<file path="src/rtl/fft_butterfly_r2.sv">
// fft_butterfly_r2
//   Radix-2 DIT butterfly placed right after the complex twiddle multiplier.
//   The upper sample A is captured when a butterfly is accepted. The product
//   W*B shows up on wb_* exactly one cycle later. The block then forms
//   X0 = A + W*B and X1 = A - W*B, and either halves or saturates each
//   component. Every result is written into a small output FIFO.
//
//   Ports
//     clk, rst_n            clock, asynchronous active-low reset
//     in_valid / in_ready   upstream handshake (A valid, B/W entering multiplier)
//     a_re, a_im            upper sample A, two's complement
//     wb_re, wb_im          multiplier product, valid one cycle after accept
//     out_valid / out_ready FIFO head handshake toward the next stage
//     x0_re .. x1_im        FIFO head butterfly outputs (zero while empty)
//     ovf, ovf_clr          sticky saturation flag and its synchronous clear
//
//   Handshake: a transfer happens on a rising edge where valid and ready are
//   both high. in_ready depends only on registered state, so it has no path
//   from out_ready. Its credit counts the product still in flight, which
//   means the non-stallable multiplier always finds a free FIFO slot.
module fft_butterfly_r2 #(
  parameter int DEPTH = 4,
  parameter int SCALE = 0
) (
  input  logic        clk,
  input  logic        rst_n,
  input  logic        in_valid,
  output logic        in_ready,
  input  logic [31:0] a_re,
  input  logic [31:0] a_im,
  input  logic [31:0] wb_re,
  input  logic [31:0] wb_im,
  output logic        out_valid,
  input  logic        out_ready,
  output logic [31:0] x0_re,
  output logic [31:0] x0_im,
  output logic [31:0] x1_re,
  output logic [31:0] x1_im,
  output logic        ovf,
  input  logic        ovf_clr
);

  localparam int PW = $clog2(DEPTH);
  localparam int CW = $clog2(DEPTH + 1);
  localparam logic [PW-1:0] LAST = PW'(DEPTH - 1);

  logic [31:0]  a_dly_re, a_dly_im;
  logic         pending;
  logic [127:0] mem [DEPTH];
  logic [PW-1:0] wr_ptr, rd_ptr;
  logic [CW-1:0] count;
  logic         ovf_q;

  logic accept, push, pop;
  logic [CW:0] credit_used;

  assign credit_used = {1'b0, count} + {{CW{1'b0}}, pending};
  assign in_ready    = credit_used < (CW + 1)'(DEPTH);
  assign accept      = in_valid && in_ready;
  // The product cannot be stalled. It is written in the cycle after accept.
  assign push        = pending;
  assign out_valid   = (count != '0);
  assign pop         = out_valid && out_ready;

  // Returns {saturated, value}. The scaled form keeps bits [32:1], which is
  // a floor division by 2 and cannot overflow.
  function automatic logic [32:0] fold(input logic [32:0] v);
    if (SCALE != 0) return {1'b0, v[32:1]};
    if (v[32] != v[31]) return {1'b1, (v[32] ? 32'h8000_0000 : 32'h7FFF_FFFF)};
    return {1'b0, v[31:0]};
  endfunction

  logic [32:0] s_x0_re, s_x0_im, s_x1_re, s_x1_im;
  logic [32:0] f_x0_re, f_x0_im, f_x1_re, f_x1_im;
  logic [127:0] result;
  logic         sat_any;

  always_comb begin
    s_x0_re = {a_dly_re[31], a_dly_re} + {wb_re[31], wb_re};
    s_x0_im = {a_dly_im[31], a_dly_im} + {wb_im[31], wb_im};
    s_x1_re = {a_dly_re[31], a_dly_re} - {wb_re[31], wb_re};
    s_x1_im = {a_dly_im[31], a_dly_im} - {wb_im[31], wb_im};
    f_x0_re = fold(s_x0_re);
    f_x0_im = fold(s_x0_im);
    f_x1_re = fold(s_x1_re);
    f_x1_im = fold(s_x1_im);
    result  = {f_x0_re[31:0], f_x0_im[31:0], f_x1_re[31:0], f_x1_im[31:0]};
    sat_any = f_x0_re[32] | f_x0_im[32] | f_x1_re[32] | f_x1_im[32];
  end

  always_ff @(posedge clk or negedge rst_n) begin
    if (!rst_n) begin
      a_dly_re <= '0;
      a_dly_im <= '0;
      pending  <= 1'b0;
      wr_ptr   <= '0;
      rd_ptr   <= '0;
      count    <= '0;
      ovf_q    <= 1'b0;
    end else begin
      if (accept) begin
        a_dly_re <= a_re;
        a_dly_im <= a_im;
      end
      // The in-flight product retires every cycle, so pending simply tracks
      // whether this edge started a new one.
      pending <= accept;
      if (push) wr_ptr <= (wr_ptr == LAST) ? '0 : wr_ptr + 1'b1;
      if (pop)  rd_ptr <= (rd_ptr == LAST) ? '0 : rd_ptr + 1'b1;
      case ({push, pop})
        2'b10:   count <= count + 1'b1;
        2'b01:   count <= count - 1'b1;
        default: count <= count;
      endcase
      // A saturation in the same cycle wins over a clear.
      if (push && sat_any) ovf_q <= 1'b1;
      else if (ovf_clr)    ovf_q <= 1'b0;
    end
  end

  // Storage needs no reset. The head is masked while the FIFO is empty.
  always_ff @(posedge clk) begin
    if (push) mem[wr_ptr] <= result;
  end

  assign {x0_re, x0_im, x1_re, x1_im} = out_valid ? mem[rd_ptr] : 128'd0;
  assign ovf = ovf_q;

endmodule

</file>
<file path="config.mk">
export PLATFORM = sky130hd
export DESIGN_NAME = fft_butterfly_r2
export DESIGN_NICKNAME = d
export VERILOG_FILES = /design/src/rtl/fft_butterfly_r2.sv
export SDC_FILE = /design/constraint.sdc
export NUM_CORES = 1
export LEC_CHECK = 0
export BUFFER_PORTS_ARGS = -buffer_cell sky130_fd_sc_hd__buf_2
export CORE_MARGIN = 2
export CORE_UTILIZATION = 30
export DETAILED_ROUTE_END_ITERATION = 6
export HOLD_SLACK_MARGIN = 0.05
export PLACE_DENSITY = 0.54
export SYNTH_ARGS = -nofsm -noshare
export SYNTH_HDL_FRONTEND = slang
export SYNTH_SLANG_ARGS = --single-unit
</file>
<file path="constraint.sdc">
create_clock -name clk -period 6.5 [get_ports clk]
set_clock_uncertainty 0.2 [all_clocks]
set_input_delay 0.65 -clock clk [delete_from_list [all_inputs] [get_ports clk]]
set_output_delay 0.65 -clock clk [all_outputs]
set_load 0.05 [all_outputs]
</file>
# --- Word-level counts from Yosys, hierarchy flattened ---
# Memory sizes are Yosys's and may differ from the RTL's.
# Cells that the tools add are included.
word_totals:
  word_cells: 59
  ramBits: 512
  input_bits: 133
  ff_bits: 73
  mem_count: 1
  out_inout_bits: 131
mem_list:
  columns: ["memory", "depth", "width", "rd", "rd_ports_with_merged_regs", "write_ports", "line_no", "rtl"]
  rows:
  - ["mem", 4, 128, 1, 0, 1, "49", "logic [127:0] mem [DEPTH];"]
op_classes:
  n_bitwise: 3
  n_eq_ne: 8
  n_addsub: 9
  n_mux: 24
  reduce_logical: 6
  magnitude_cmp: 1
op_table:
  columns: ["op", "n"]
  rows:
  - ["$mux W33", 8]
  - ["$mux W128", 1]
  - ["$mux W32", 4]
  - ["$add A32 B32 Y33", 2]
  - ["$sub A32 B32 Y33", 2]
  - ["$mux W1", 8]
  - ["$eq A2 B2 Y1 const B", 3]
  - ["$pmux W3 S2", 1]
  - ["$add A2 B1 Y2 const B", 2]
  - ["$add A3 B1 Y4", 1]
  - ["$lt A4 B3 Y1 const B", 1]
  - ["$mux W2", 2]
  - ["$ne A1 B1 Y1", 4]
  - ["$reduce_bool A2 Y1", 2]
  - ["$add A3 B1 Y3 const B", 1]
  - ["$logic_and A1 B1 Y1", 3]
  - ["$or A1 B1 Y1", 3]
  - ["$reduce_bool A3 Y1", 1]
  - ["$sub A3 B1 Y3 const B", 1]
  - ["$eq A2 B1 Y1 const B", 1]

# --- Logic depth before layout (Yosys ltp) ---
depth:
  ltp_word: 9
  mapped_depth: 19
  ltp_nobuf: 16

# --- Least setup slack after synthesis ---
# OpenSTA, ideal clock, no wires.
synth_path:
  path_type: "input-to-reg"
  start: "in wb_re[8]"
  end: "mem mem[0][126], data pin"
  n_path_buf: 3
  setup_slack_ns: 1.257
  stages: 16
  t_arrival_ns: 4.748
  required_time_ns: 6.004
  setup_ns: 0.296
  path_cell_list: "inv_1 -> ha_1 -> or3_1 -> or3_1 -> o211a_1 -> or3_4 -> a2111oi_4 -> o21ai_2 -> a2111oi_4 -> o21ai_2 -> buf_6 -> ha_1 -> clkbuf_1 -> inv_2 -> clkbuf_1 -> o211ai_1"
synth_between:
  elab_chain_len: 4
  word_cells_on_any_way: 6
  cone_classes: "1 x add/sub; 1 x eq/ne; 4 x mux"
synth_rtl:
  columns: ["element", "line_no", "rtl"]
  rows:
  - ["from (decl)", "31", "input logic [31:0] wb_re,"]
  - ["$add A32 B32 Y33 *", "79", "s_x0_re = {a_dly_re[31], a_dly_re} + {wb_re[31], wb_re};"]
  - ["$mux W32 or $ne A1 B1 Y1 (tied branches)", "69", "if (v[32] != v[31]) return {1'b1, (v[32] ? 32'h8000_0000 : 32'h7FFF_FFFF)};"]
  - ["$mux W33 or $mux W1 (tied branches)", "69", null]
  - ["$mux W33 *", "70", "return {1'b0, v[31:0]};"]
  - ["named net f_x0_re[30]", "74", "logic [32:0] f_x0_re, f_x0_im, f_x1_re, f_x1_im;"]
  - ["to (decl)", "49", null]
# The timed path passes the listed nets; every way through them passes the cells marked *. The select of a mux whose other input is x is not followed.

# --- Final worst setup path ---
layout_path:
  start: "reg a_dly_im[2]"
  end: "mem mem[2][93], data pin"
layout_between:
  elab_chain_len: 4
  word_cells_on_any_way: 6
  cone_classes: "1 x add/sub; 1 x eq/ne; 4 x mux"
layout_rtl:
  columns: ["element", "line_no", "rtl"]
  rows:
  - ["from (decl)", "47", "logic [31:0] a_dly_re, a_dly_im;"]
  - ["from (signal assigned)", "103", "a_dly_im <= a_im;"]
  - ["$add A32 B32 Y33 *", "80", "s_x0_im = {a_dly_im[31], a_dly_im} + {wb_im[31], wb_im};"]
  - ["$mux W32 or $ne A1 B1 Y1 (tied branches)", "69", null]
  - ["$mux W33 or $mux W1 (tied branches)", "69", null]
  - ["$mux W33 *", "70", null]
  - ["named net f_x0_im[29]", "74", null]
# Marks and branches as above.

==> summary.txt <==
Synthesis
  • Ranking of synthesized cells by area: edfxtp_1 (51%), mux4_2 (9.6%), dfrtp_1 (6.1%)
  • Ys Warns: 0
  • Most common cell in the netlist: edfxtp_1
  • Ys flop type: edfxtp_1
  • Post-synth top area cell: edfxtp_1
  • Avg Cell Area, Syn: 13.61 um^2
  • #FFs+latches synth: 585
  • Post-synth ARST share: 0.1248
  • Commonest cells post-synth: edfxtp_1 (512), a21oi_1 (143), ha_1 (142), and2_1 (134)
  • Mapped Cells: 2203
  • Count of different cell masters after synthesis: 73
  • Post-Syn Area: roughly 0.030 mm^2
  • Syn Nets: between 2000 and 2500
  • Sequential share of the synthesized area: 0.5735
  • Number of synthesized flops with an enable pin: 512
  • Top cell type's share of synthesized area: 0.5126

CTS
  • Clock sink count: just under 600
  • CTS tree: built
  • H-Tree Level Count: 3
  • CTS Root Cell: clkbuf_16
  • Clock buffer depth: 3
  • Clk Latency, worst-skew pair: about 0.64 ns
  • Post_cts resized: 0
  • Clock transition at path regs: ~0.060 ns
  • Inserted Clock Buffers: 68

Critical path
  • Startpoint Class: flip-flop
  • RR Startpoint: a_dly_im[2]
  • CP max FO: 31
  • Worst Path Required: 6.65 ns
  • Critical path origin: a_dly_im[2]
  • Worst setup EP type: flip-flop
  • Crit path DAT: 5.30 ns
  • Setup Crit Path Kind: flip-flop to flip-flop

Cells and area
  • Share of post-route cells with drive strength above 1: 0.2506
  • Finished Layout Cells: 3837
  • Fill cells: 9623
  • Finished Core Util: 0.3592
  • Syn-to-layout area delta: 18.21%
  • Final nets: 2772

Placement
  • Port bufs: 263
  • Detailed placement HPWL: 60.90 mm
  • Gpl congestion: about 0.87
  • Placement Setup Slack: 0.9610 ns
  • Placed cell count: about 3700

Job
  • MaxCap Viol Count: 0

Global routing
  • M1 GR Usage: 0.2144
  • Grt met2 use: 0.2992
  • Top Usage Layer GRT: met2
  • Pin count of the biggest net entering global routing: 75
  • Vias in the first global route: 20640
  • First-pass GRT wire length: 130.9 mm
  • Initial antenna violation count: 9
  • Met3 Resource Use GR: 0.02469
  • Remaining global-route overflow: 0
  • Tot GR Track Use: 0.1697

Floorplanning
  • Site row count: 115
  • Die width: 320.2 um
  • # IOs: 264
  • Core area: 0.09871 mm^2
  • Initial Utilization: 0.3039
  • Die H: 320.2 um
  • Die area: 0.1025 mm^2

Drt
  • Final wirelength: 87.48 mm
  • # DRC: 0
  • DRT antenna net count: 0
  • 1st-pass router iterations: 4
  • Vias/cell: 5.044
  • Initial DRC Count: 1107
  • Routed length per instance: 22.80 um
  • Total number of vias: 19350

STA
  • Setup tns final: 0 ns
  • Period utilization: 0.7931
  • Slew Limit Fails: 0
  • Worst setup margin: 1.345 ns
  • Fmax: 194.0 MHz
  • Max_slew headroom: 0.2679
  • Final hold violation count: 0
  • Worst slew pin tran: 1.098 ns
  • Fin crit period: 5.155 ns
  • Setup repair after global routing missed its margin: false
  • Setup-failing EPs final: 0

Worst hold path
  • Hold WC Path Type: primary input to flip-flop
  • Worst hold start: a_im[21]

Status
  • Status: finished clean
## metrics by stage
| stage | hold WS, ns | area, um^2 |
|---|---|---|
| floorplan | 0.1544 | 29990 |
| global placement | 0.2785 | 32740 |
| detailed placement | 0.3047 | 32740 |
| CTS | 0.05027 | 35450 |
| global route | 0.06421 | 35450 |
| finish | 0.08818 | 35460 |
## cell type report
type                    count  area [um^2]  area share
flip-flops and latches    585        17210      0.4854
multi-input cells        1364        11860      0.3346
repair buffers            337         1999     0.05639
clock buffers              88         1858     0.05240
well taps                1287         1610     0.04542
inverters                 136        510.5     0.01440
clock inverters            36        395.4     0.01115
diodes                      4        10.01   0.0002823
## placed cells by master (no fill, tap or decap), types with 10 or more instances in the layout
cell             n
xor2_1          19
buf_4           29
dlygate4sd3_1   45
o21a_1          13
nand2b_1        22
nand3_1         17
clkbuf_1        13
ha_1           142
mux4_2         128
a21oi_1        142
mux2_2          62
a21oi_2         17
o21bai_1        34
clkinv_2        12
nand2_1         64
xnor2_1         82
edfxtp_1       512
o21ai_1         35
nor2_1         108
clkinv_1        11
nor3_1          28
buf_2          262
a31oi_1         10
o31ai_1         16
mux2i_1         18
and2_1         130
inv_1          128
o21ai_0         74
dfrtp_1         71
a21o_1          27
clkbuf_16       69
a211oi_1        15
nor2b_1         21
## flip-flops by register name (all words and copies together) (netlist names)
| name | flops |
|---|---|
| rd_ptr | 2 |
| a_dly_im | 32 |
| a_dly_re | 32 |
| mem | 512 |
| wr_ptr | 2 |
| pending | 1 |
| ovf | 1 |
| count | 3 |
## cell families after synthesis
group	Yosys count	share of synthesized area
xor+xnor	101	0.02949
flops	585	0.5735
mux	208	0.1254
fa+ha+maj	147	0.06257
compound gates	458	0.09786
buf+inv	254	0.03254
simple gates	450	0.07863
## repair_timing
action / 4_1_cts / 5_1_grt
hold buffers: 45 / 0
hold endpoints to repair: 60 / 0
setup buffers: 0 / 0
## final timing paths
kind | endpoint | slack (ns) | cells after the start
max in group asynchronous | rd_ptr[0] | 4.52 | 3
hold reg to reg | count[2] | 0.32 | 1
setup / recovery | mem[2][93] | 1.34 | 14
min in group asynchronous | a_dly_re[27] | 0.26 | 2
hold / removal | a_dly_im[21] | 0.09 | 2
setup reg to reg | mem[2][93] | 1.34 | 14
## worst max-delay path, cell delays in order (launching register included)
cell and delay (ns):
dfrtp_1 0.43, ha_1 0.39, nand2b_1 0.22, a221oi_1 0.38, nor2_1 0.14, o31a_1 0.36, o21ai_1 0.38, o31a_1 0.32
a31o_2 0.25, a21oi_1 0.16, ha_1 0.56, inv_1 0.14, buf_4 0.30, o2111a_1 0.19, a211oi_1 0.43
## routing by layer
metal	part of all wire	vias to the layer above
li1	-	8845
met1	0.42	9875
met2	0.51	509
met3	0.043	121
met4	0.026	2
met5	0.00015	-
Power is not shown: default switching activity piles up to over one toggle a cycle in this logic, so the estimate is an artifact.
